File: src/rtl/univ_shift_reg_pkg.sv
// univ_shift_reg_pkg: mode codes, FSM states and command classification for univ_shift_reg
// Optional feature macro: UNIV_SHIFT_REG_ASR_EN (mode 110 becomes a multi-cycle arithmetic shift right)
package univ_shift_reg_pkg;

    localparam logic [2:0] MODE_HOLD = 3'b000;
    localparam logic [2:0] MODE_LOAD = 3'b001;
    localparam logic [2:0] MODE_SHL  = 3'b010;
    localparam logic [2:0] MODE_SHR  = 3'b011;
    localparam logic [2:0] MODE_ROL  = 3'b100;
    localparam logic [2:0] MODE_ROR  = 3'b101;
    localparam logic [2:0] MODE_ASR  = 3'b110;
    localparam logic [2:0] MODE_CLR  = 3'b111;

    typedef enum logic {IDLE, SHIFT} state_e;

    // True for codes that run one position per clock; everything else completes on the accept edge.
    function automatic logic is_shift(input logic [2:0] m);
`ifdef UNIV_SHIFT_REG_ASR_EN
        return m inside {MODE_SHL, MODE_SHR, MODE_ROL, MODE_ROR, MODE_ASR};
`else
        return m inside {MODE_SHL, MODE_SHR, MODE_ROL, MODE_ROR};
`endif
    endfunction

    // Left-moving commands expel the MSB; all others (and the reset state) expel the LSB.
    function automatic logic is_left(input logic [2:0] m);
        return m inside {MODE_SHL, MODE_ROL};
    endfunction

endpackage

File: src/rtl/univ_shift_reg_ctrl.sv
// univ_shift_reg_ctrl: command accept, shift FSM, clamped position counter, busy/done handshake
// Ports: clk, rst (async active-low), start/mode/amt command inputs;
//        accept (command taken this edge), shift_en (datapath moves one position this edge),
//        mode_q (latched shift mode), busy, done (one-cycle completion pulse)
// Optional feature macro: UNIV_SHIFT_REG_ASR_EN (via univ_shift_reg_pkg::is_shift)
module univ_shift_reg_ctrl
    import univ_shift_reg_pkg::*;
#(
    parameter int WIDTH = 4,
    parameter int CNT_W = 3
) (
    input  logic             clk,
    input  logic             rst,
    input  logic             start,
    input  logic [2:0]       mode,
    input  logic [CNT_W-1:0] amt,
    output logic             accept,
    output logic             shift_en,
    output logic [2:0]       mode_q,
    output logic             busy,
    output logic             done
);

    state_e           state_q, state_d;
    logic [CNT_W-1:0] cnt_q, cnt_d;
    logic [2:0]       mode_d;
    logic             done_q, done_d;

    assign busy     = state_q == SHIFT;
    assign shift_en = busy;
    assign accept   = start && !busy;
    assign done     = done_q;

    always_comb begin
        state_d = state_q;
        cnt_d   = cnt_q;
        mode_d  = mode_q;
        done_d  = 1'b0;
        if (state_q == IDLE) begin
            if (start && is_shift(mode) && amt != '0) begin
                state_d = SHIFT;
                cnt_d   = (amt > CNT_W'(WIDTH)) ? CNT_W'(WIDTH) : amt;
                mode_d  = mode;
            end else if (start) begin
                done_d = 1'b1;
            end
        end else begin
            cnt_d = cnt_q - 1'b1;
            if (cnt_q == CNT_W'(1)) begin
                state_d = IDLE;
                done_d  = 1'b1;
            end
        end
    end

    always_ff @(posedge clk or negedge rst) begin
        if (!rst) begin
            state_q <= IDLE;
            cnt_q   <= '0;
            mode_q  <= MODE_HOLD;
            done_q  <= 1'b0;
        end else begin
            state_q <= state_d;
            cnt_q   <= cnt_d;
            mode_q  <= mode_d;
            done_q  <= done_d;
        end
    end

endmodule

File: src/rtl/univ_shift_reg.sv
// univ_shift_reg: universal shift register with load, shift, rotate, clear and busy/done handshake
// Ports: clk, rst (async active-low), start/mode/amt/par_in command inputs, ser_in fill bit;
//        par_out register contents, ser_out next expelled bit, busy, done
// Optional feature macro: UNIV_SHIFT_REG_ASR_EN (mode 110 = arithmetic shift right)
module univ_shift_reg
    import univ_shift_reg_pkg::*;
#(
    parameter int WIDTH = 4,
    parameter int CNT_W = 3
) (
    input  logic             clk,
    input  logic             rst,
    input  logic             start,
    input  logic [2:0]       mode,
    input  logic [CNT_W-1:0] amt,
    input  logic [WIDTH-1:0] par_in,
    input  logic             ser_in,
    output logic [WIDTH-1:0] par_out,
    output logic             ser_out,
    output logic             busy,
    output logic             done
);

    logic             accept, shift_en;
    logic [2:0]       mode_q;
    logic [WIDTH-1:0] reg_q, reg_d;

    univ_shift_reg_ctrl #(.WIDTH(WIDTH), .CNT_W(CNT_W)) u_ctrl (
        .clk      (clk),
        .rst      (rst),
        .start    (start),
        .mode     (mode),
        .amt      (amt),
        .accept   (accept),
        .shift_en (shift_en),
        .mode_q   (mode_q),
        .busy     (busy),
        .done     (done)
    );

    always_comb begin
        reg_d = reg_q;
        if (accept && mode == MODE_LOAD) begin
            reg_d = par_in;
        end else if (accept && mode == MODE_CLR) begin
            reg_d = '0;
        end else if (shift_en) begin
            case (mode_q)
                MODE_SHL: reg_d = {reg_q[WIDTH-2:0], ser_in};
                MODE_SHR: reg_d = {ser_in, reg_q[WIDTH-1:1]};
                MODE_ROL: reg_d = {reg_q[WIDTH-2:0], reg_q[WIDTH-1]};
                MODE_ROR: reg_d = {reg_q[0], reg_q[WIDTH-1:1]};
`ifdef UNIV_SHIFT_REG_ASR_EN
                MODE_ASR: reg_d = {reg_q[WIDTH-1], reg_q[WIDTH-1:1]};
`endif
                default:  reg_d = reg_q;
            endcase
        end
    end

    always_ff @(posedge clk or negedge rst) begin
        if (!rst) reg_q <= '0;
        else      reg_q <= reg_d;
    end

    assign par_out = reg_q;
    assign ser_out = is_left(mode_q) ? reg_q[WIDTH-1] : reg_q[0];

endmodule

File: config.mk
export PLATFORM = sky130hd
export DESIGN_NAME = univ_shift_reg
export DESIGN_NICKNAME = d
export VERILOG_FILES = /design/src/rtl/univ_shift_reg_pkg.sv /design/src/rtl/univ_shift_reg_ctrl.sv /design/src/rtl/univ_shift_reg.sv
export SDC_FILE = /design/constraint.sdc
export NUM_CORES = 1
export LEC_CHECK = 0
export BUFFER_PORTS_ARGS = -buffer_cell sky130_fd_sc_hd__buf_2
export CORE_MARGIN = 10
export CORE_UTILIZATION = 40
export DETAILED_ROUTE_END_ITERATION = 10
export PLACE_DENSITY = 0.71
export SYNTH_ARGS = -nofsm -noshare
export SYNTH_HDL_FRONTEND = slang
export SYNTH_HIERARCHICAL = 1
export SYNTH_SLANG_ARGS = --single-unit
File: constraint.sdc
create_clock -name clk -period 2.53 [get_ports clk]
set_input_delay 0.253 -clock clk [delete_from_list [all_inputs] [get_ports clk]]
set_output_delay 0.253 -clock clk [all_outputs]
set_load 0.1 [all_outputs]
-- After elaboration in Yosys (flattened, before gate mapping)
Cells that the tools add are included.
- add/subtract/negate cells: 1
- $lt $le $gt $ge: 1
- eq/ne operators: 11
- muxes and demuxes: 15
- bitwise gates (word level): 1
- reduce and logical (&&, ||, !) cells: 14
- operators by type and width (kind ; number):
    $pmux W4 S4 ; 1
    $eq A3 B3 Y1 const B ; 5
    $eq A3 B2 Y1 const B ; 4
    $mux W4 ; 3
    $mux W3 ; 3
    $mux W1 ; 8
    $eq A3 B1 Y1 const B ; 2
    $reduce_bool A3 Y1 ; 2
    $reduce_bool A6 Y1 ; 1
    $logic_and A1 B1 Y1 ; 5
    $reduce_and A2 Y1 ; 2
    $reduce_bool A2 Y1 ; 2
    $reduce_bool A4 Y1 ; 1
    $gt A3 B3 Y1 const B ; 1
    $sub A3 B1 Y3 const B ; 1
    $logic_not A1 Y1 ; 1
    $not A1 Y1 ; 1
- register bits: 12
- word-level logic and storage cells: 48

-- Logic depth before layout (Yosys ltp)
Gate-level depths: netlist of run 1.
- depth after elaboration: 6
- gate-level depth with buffers: 6
- depth with buffers taken out: 6

-- Cells and area by module
The synthesis of run 1 kept the hierarchy.
- modules (own cells, without submodules) (module ; times used ; cells each ; area an instance (µm²) ; seq. area each (µm²)):
    univ_shift_reg_ctrl ; 1 ; 41 ; 461.7 ; 200.2
    univ_shift_reg ; 1 ; 47 ; 352.8 ; 100.1

-- Worst setup path after synthesis of run 1
OpenSTA, ideal clock, no wires.
- path type: reg2reg
- from: reg u_ctrl.state_q, in the netlist u_ctrl/busy
- to: reg reg_q[3], in the netlist par_out[3]
- setup time: 0.094 ns
- arrival time: 1.862 ns
- slack: 0.573 ns
- stages on the path, launching flop included: 7
- period minus slack after synthesis: 1.957 ns
- path through: dfrtp_1 clkbuf_1 nor2_1 nand2_1 nor3_1 nand2_1 a211oi_1
- longest elaborated chain between the ends: 5
- ends and longest elaborated chain (what ; line ; RTL):
    start, declared ; univ_shift_reg_ctrl.sv:24 ; state_e state_q, state_d;
    start signal, assigned ; univ_shift_reg_ctrl.sv:63 ; state_q <= state_d;
    $logic_not A1 Y1 (*) ; univ_shift_reg_ctrl.sv:31 ; assign accept = start && !busy;
    $logic_and A1 B1 Y1 (*) ; univ_shift_reg_ctrl.sv:31 ;
    via accept ; univ_shift_reg.sv:24 ; logic accept, shift_en;
    $logic_and A1 B1 Y1 (on tied branches) ; univ_shift_reg.sv:43, univ_shift_reg.sv:45 ;
    $reduce_bool A6 Y1 (no line) (tied with other cells) ; n/a ;
    $reduce_and A2 Y1 (no line) or $mux W4 (tied branches) ; n/a ;
    end signal, assigned ; univ_shift_reg.sv:63 ; else reg_q <= reg_d;
    end, declared ; univ_shift_reg.sv:26 ; logic [WIDTH-1:0] reg_q, reg_d;
The timed path passes the listed nets; every way through them passes the cells marked *.
A chain may end at the register's enable or synchronous reset.

-- Worst setup path after layout of run 1
- from: reg u_ctrl.mode_q[2]
- to: out ser_out
- longest elaborated chain between the ends: 3
- ends and longest elaborated chain (what ; line ; RTL):
    start, declared ; univ_shift_reg_ctrl.sv:19 ; output logic [2:0] mode_q,
    start signal, assigned ; univ_shift_reg_ctrl.sv:65 ; mode_q <= mode_d;
    $eq A3 B2 Y1 or $eq A3 B3 Y1 (tied branches) ; univ_shift_reg_pkg.sv:27 ; return m inside {MODE_SHL, MODE_ROL};
    $reduce_bool A2 Y1 (*) ; univ_shift_reg_pkg.sv:27 ;
    $mux W1 (*) ; univ_shift_reg.sv:67 ; assign ser_out = is_left(mode_q) ? reg_q[WIDTH-1] : reg_q[0];
    end, declared ; univ_shift_reg.sv:19 ; output logic ser_out,
Every way passes the cells marked *; elsewhere a longest branch is shown, timed or not.

==> results.json, run 1 <==
{
  "outcome": "complete, no violations",
  "yosysWarnings": 6,
  "netlist_area_um2": 814.5,
  "die_y_um": 65.13,
  "clk_pin_slew_worst_paths_ns": 0.07,
  "place_congestion": 0.7749,
  "grt_first_pass_wirelength_mm": 3.318,
  "drt-total-wl_mm": 1.896,
  "drt_iter0_markers": 36,
  "cts_root_buf": "clkbuf_4",
  "synthTopCellsByArea": "dfrtp_1 (37%), mux2_2 (6.9%), a21oi_1 (3.7%), inv_1 (3.7%), nand2_1 (3.7%)",
  "hold_violations": 0,
  "grt_max_degree": 16,
  "synth.avg_cell_area_um2": 9.256,
  "fin_skew_ns": 0.0004842,
  "finalSetupTns_ns": 0,
  "row_count": 16,
  "hp-class": "input port to register",
  "maxCapViolCount": 0,
  "critPathKind": "register to output port",
  "cp.required_ns": 2.28,
  "synth_top_cell_by_area": "dfrtp_1",
  "slew_violations": 0,
  "grtUsageTotal": 0.09429,
  "vias": 720,
  "synthFlopType": "dfrtp_1",
  "yosysMostFrequentCell": "dfrtp_1",
  "ioPinCount": 21,
  "drive_above_1_share": 0.3028,
  "synth_seq_cells": 12,
  "overflow": 0,
  "critPathLaunchType": "register",
  "clock_path_buffers": 2,
  "crit_arrival_ns": 1.76,
  "antenna_left": 0,
  "fin_crit_ns": 2.008,
  "ys_seq_area_frac": 0.3687,
  "dieArea_mm2": 0.004241,
  "fmax_mhz": 497.9,
  "postCtsSetupBuffers": 0,
  "rsz0062_at_grt": "no",
  "placement.io_buffers": 20,
  "slew_headroom": 0.6369,
  "start_util": 0.4195,
  "cp_max_fo": 8,
  "drc": 0,
  "crit_family": "flip-flops",
  "yosys-top-cells-count": "dfrtp_1 (12), inv_1 (8), nand2_1 (8)",
  "die_w_um": 65.13,
  "crit_chain": "xnor2_1 > nor2_1 > mux2_2 > buf_2",
  "htreeDepth": 1,
  "clkLatencyLatePin_ns": 0.27,
  "tightest_slew_ns": 0.5405,
  "area_growth_pct": 18.59,
  "wl_per_cell_um": 13.94,
  "place_hpwl_mm": 1.502,
  "antenna_found_initial": 0,
  "path_buf_inv": 1,
  "end_kind": "output port",
  "fp.coreArea_mm2": 0.001942,
  "diodes": 0,
  "finalNetCount": 127,
  "netlist-cell-type-count": 35,
  "slowest_delay_ns": 0.46,
  "setup_viol": 0,
  "synth_edf_count": 0,
  "cts_tree": "done",
  "via_per_inst": 5.294,
  "syn_nets": 104,
  "first_pass_iters": 4,
  "grt_pass1_vias": 764,
  "synth_top_area_frac": 0.3687,
  "fin_crit_sh": 0.7938,
  "numCtsBuffers": 3,
  "syn_inst": 88,
  "crit_path_top_delay_cell": "dfrtp_1",
  "clock-sinks": 12,
  "ys_async_sr_fraction": 1.000
}
## cell usage in the layout (no fill, tap or decap), types with 3 or more instances in the layout
master / instances
inv_1: 8
mux2_2: 5
nor2_1: 6
nor2b_1: 4
buf_2: 20
o31ai_1: 4
nand2_1: 8
a21oi_1: 6
dfrtp_1: 12
clkbuf_4: 3
## per-stage QoR
| stage | hold slack, ns | std cells | setup slack [ns] | utilization | instance area [um^2] |
|---|---|---|---|---|---|
| 4_1_cts | 0.2094 | 136 | 0.4905 | 0.4974 | 965.9 |
| 5_1_grt | 0.2057 | 136 | 0.3921 | 0.4974 | 965.9 |
| 3_3_place_gp | 0.1513 | 132 | 0.8558 | 0.4807 | 933.4 |
| 2_1_floorplan | -0.04259 | 88 | 0.5734 | - | 814.5 |
| 6_report | 0.2147 | 136 | 0.5217 | 0.4974 | 965.9 |
| 3_5_place_dp | 0.1474 | 132 | 0.8006 | 0.4807 | 933.4 |
## flip-flops by register name (all words and copies together) (netlist names)
name and cells:
par_out 4, u_ctrl/busy 1, u_ctrl/cnt_q 3, u_ctrl/done 1, u_ctrl/mode_q 3
## worst paths after layout
path | start | endpoint | slack (ns) | depth (start not counted)
min | par_in[2] | par_out[2]$_DFFE_PN0P_ | 0.21 | 3
min in group asynchronous | rst | u_ctrl/mode_q[1]$_DFFE_PN0P_ | 0.39 | 2
max | u_ctrl/mode_q[2]$_DFFE_PN0P_ | ser_out | 0.52 | 4
max in group asynchronous | rst | u_ctrl/cnt_q[2]$_DFFE_PN0P_ | 1.92 | 2
min reg2reg | u_ctrl/cnt_q[0]$_DFFE_PN0P_ | u_ctrl/cnt_q[0]$_DFFE_PN0P_ | 0.52 | 1
max reg2reg | u_ctrl/busy$_DFF_PN0_ | par_out[3]$_DFFE_PN0P_ | 0.87 | 5
## routing by layer
layer | vias to the layer above | GRT usage | routed length [um]
met1 | 335 | 0.1051 | 837
met2 | 24 | 0.1601 | 890
met3 | 0 | 0.04746 | 168
met4 | 0 | 0.01604 | 0
li1 | 361 | - | -
met5 | - | 0 | 0
## area by class of cell
| type | count | area, um^2 |
|---|---|---|
| repair buffers | 21 | 110.1 |
| fillers | 192 | 975.9 |
| inverters | 8 | 30.03 |
| well taps | 27 | 33.78 |
| flip-flops and latches | 12 | 300.3 |
| clock buffers | 3 | 22.52 |
| multi-input cells | 65 | 469.2 |
## cells by family (layout without fill, tap and decap cells)
kind of cell	after synthesis	count (layout)	share of synthesized area
flip-flops	12	12	0.3687
adder cells (fa/ha/maj)	2	2	0.03072
AO/OA/AOI/OAI	24	24	0.2074
multiplexers	6	6	0.08141
AND/OR/NAND/NOR	28	28	0.1935
XOR/XNOR	5	5	0.06299
buffers and inverters	11	32	0.05531
## repair_timing
action                     in CTS  in global routing
hold endpoints to repair       12                  0
hold buffers                    1                  0
gates resized for setup         0                  0
setup endpoints to repair       0                  0
## tightest hold or removal path: cells and delay by family
kind / cells / cell delay (ns)
AND/OR/NAND/NOR: 1 / 0.04
AO/OA/AOI/OAI: 1 / 0.06
buffers and inverters: 1 / 0.10
Power of run 1 is left out: the tool's default activity adds up to more than one toggle a clock period on the data nets, which glitch-free logic cannot reach.
==> run 2, diff against run 1 <==
- clock period: 2.53 -> 1.85 ns (I/O delays scaled with it)
==> results.json, run 2 (same netlist as run 1, synthesis figures left out) <==
{
  "outcome": "complete, no violations",
  "place_congestion": 0.8196,
  "die_w_um": 65.13,
  "timing.rr.end": "par_out[0]$_DFFE_PN0P_",
  "slew_violations": 0,
  "postCtsSetupBuffers": 0,
  "clk_pin_slew_worst_paths_ns": 0.09,
  "area_growth_pct": 23.19,
  "drc": 0,
  "place_area_um2": 957.2,
  "fmax_mhz": 575.5,
  "rrSetupSlack_ns": 0.43,
  "antenna_found_initial": 0,
  "grt_first_pass_wirelength_mm": 3.381,
  "grtUsageTotal": 0.09809,
  "drt_iter0_markers": 17,
  "numCtsBuffers": 3,
  "final_cell_mix": "buf_2 (19), dfrtp_1 (11), nand2_1 (8), inv_1 (8)",
  "grt_max_degree": 16,
  "critPathKind": "register to output port",
  "hp-start": "par_in[2]",
  "ff2ff_path_depth": 5,
  "end_kind": "output port",
  "finalNetCount": 128,
  "critPathLaunchType": "register",
  "largest_reg_flops": 4,
  "clock-sinks": 12,
  "cp_max_fo": 8,
  "fp.coreArea_mm2": 0.001942,
  "fin_crit_ns": 1.738,
  "slew_headroom": 0.6759,
  "clock_path_buffers": 2,
  "antenna_left": 0,
  "stdcell_area_mm2": 0.001003,
  "placement.io_buffers": 20,
  "crit_arrival_ns": 1.55,
  "clkLatencyLatePin_ns": 0.27,
  "via_per_inst": 5.217,
  "cp.required_ns": 1.66,
  "row_count": 16,
  "tightest_slew_ns": 0.4896,
  "diodes": 0,
  "rsz0062_at_grt": "no",
  "place_hpwl_mm": 1.539,
  "finalSetupTns_ns": 0,
  "min_path_cells": 3,
  "vias": 720,
  "hold_path_end": "par_out[2]$_DFFE_PN0P_",
  "die_y_um": 65.13,
  "grt_pass1_vias": 755,
  "maxCapViolCount": 0,
  "cts_root_buf": "clkbuf_4",
  "hold_violations": 0,
  "final_common_cell": "buf_2",
  "wl_per_cell_um": 14.06,
  "setup_viol": 0,
  "start_util": 0.4195,
  "drive_above_1_share": 0.3243,
  "hp-class": "input port to register",
  "r2r_start": "u_ctrl/busy$_DFF_PN0_",
  "drt-total-wl_mm": 1.940,
  "fill_cells": 199,
  "dieArea_mm2": 0.004241,
  "ioPinCount": 21,
  "cts_tree": "done",
  "fin_crit_sh": 0.9392,
  "fin_skew_ns": 0.01018,
  "first_pass_iters": 4,
  "htreeDepth": 1,
  "overflow": 0
}
[run 2: changes by cell type in the layout (fill, tap and decap cells not counted), sizes merged]
cell    before  now
buf         20   21
clkbuf       3    4
[run 2: stage by stage]
| stage | utilization | worst slack [ns] | std cells | hold slack [ns] |
|---|---|---|---|---|
| 3_5_place_dp | 0.4929 | 0.4069 | 133 | 0.08266 |
| 6_report | 0.5168 | 0.1125 | 138 | 0.1330 |
| 3_3_place_gp | 0.4929 | 0.4284 | 133 | 0.08235 |
| 4_1_cts | 0.5168 | 0.1012 | 138 | 0.1281 |
| 5_1_grt | 0.5168 | 0.03932 | 138 | 0.1470 |
| 2_1_floorplan | - | 0.05042 | 88 | -0.1106 |
[run 2: how the worst max path moves through the flow]
stage / startpoint / endpoint / slack [ns] / depth (start not counted)
finish: u_ctrl/mode_q[2]$_DFFE_PN0P_ / ser_out / 0.11 / 4
global route: u_ctrl/mode_q[2]$_DFFE_PN0P_ / ser_out / 0.04 / 4
CTS: u_ctrl/mode_q[2]$_DFFE_PN0P_ / ser_out / 0.10 / 4
detailed placement: u_ctrl/mode_q[2]$_DFFE_PN0P_ / ser_out / 0.41 / 4
global placement: u_ctrl/mode_q[2]$_DFFE_PN0P_ / ser_out / 0.43 / 4
floorplan: par_out[2]$_DFFE_PN0P_ / par_out[3]$_DFFE_PN0P_ / 0.05 / 4
[run 2: worst max-delay path: stages (launching register included)]
cell     delay (ns)
dfrtp_1        0.45
xnor2_1        0.18
nor2_1         0.11
mux2_2         0.37
buf_12         0.17
[run 2: routing by layer]
| metal | track usage | vias to the layer above | share of wire |
|---|---|---|---|
| li1 | - | 363 | - |
| met5 | 0 | - | 0 |
| met2 | 0.1564 | 19 | 0.45 |
| met1 | 0.1099 | 336 | 0.45 |
| met3 | 0.04746 | 2 | 0.092 |
| met4 | 0.04011 | 0 | 0.0062 |
[run 2: repair_timing]
action,CTS,global route
hold buffers,1,0
hold endpoints to repair,12,0
gates resized for setup,0,0
[run 2: area by class of cell]
cell class                      instances  area (um^2)  share of cell area
Clock buffer                            4        36.28             0.03616
Inverter                                8        30.03             0.02993
Multi-Input combinational cell         65        469.2              0.4676
Sequential cell                        12        301.5              0.3005
Tap cell                               27        33.78             0.03367
Timing Repair Buffer                   22        132.6              0.1322
Power of run 2 is left out for the same reason.
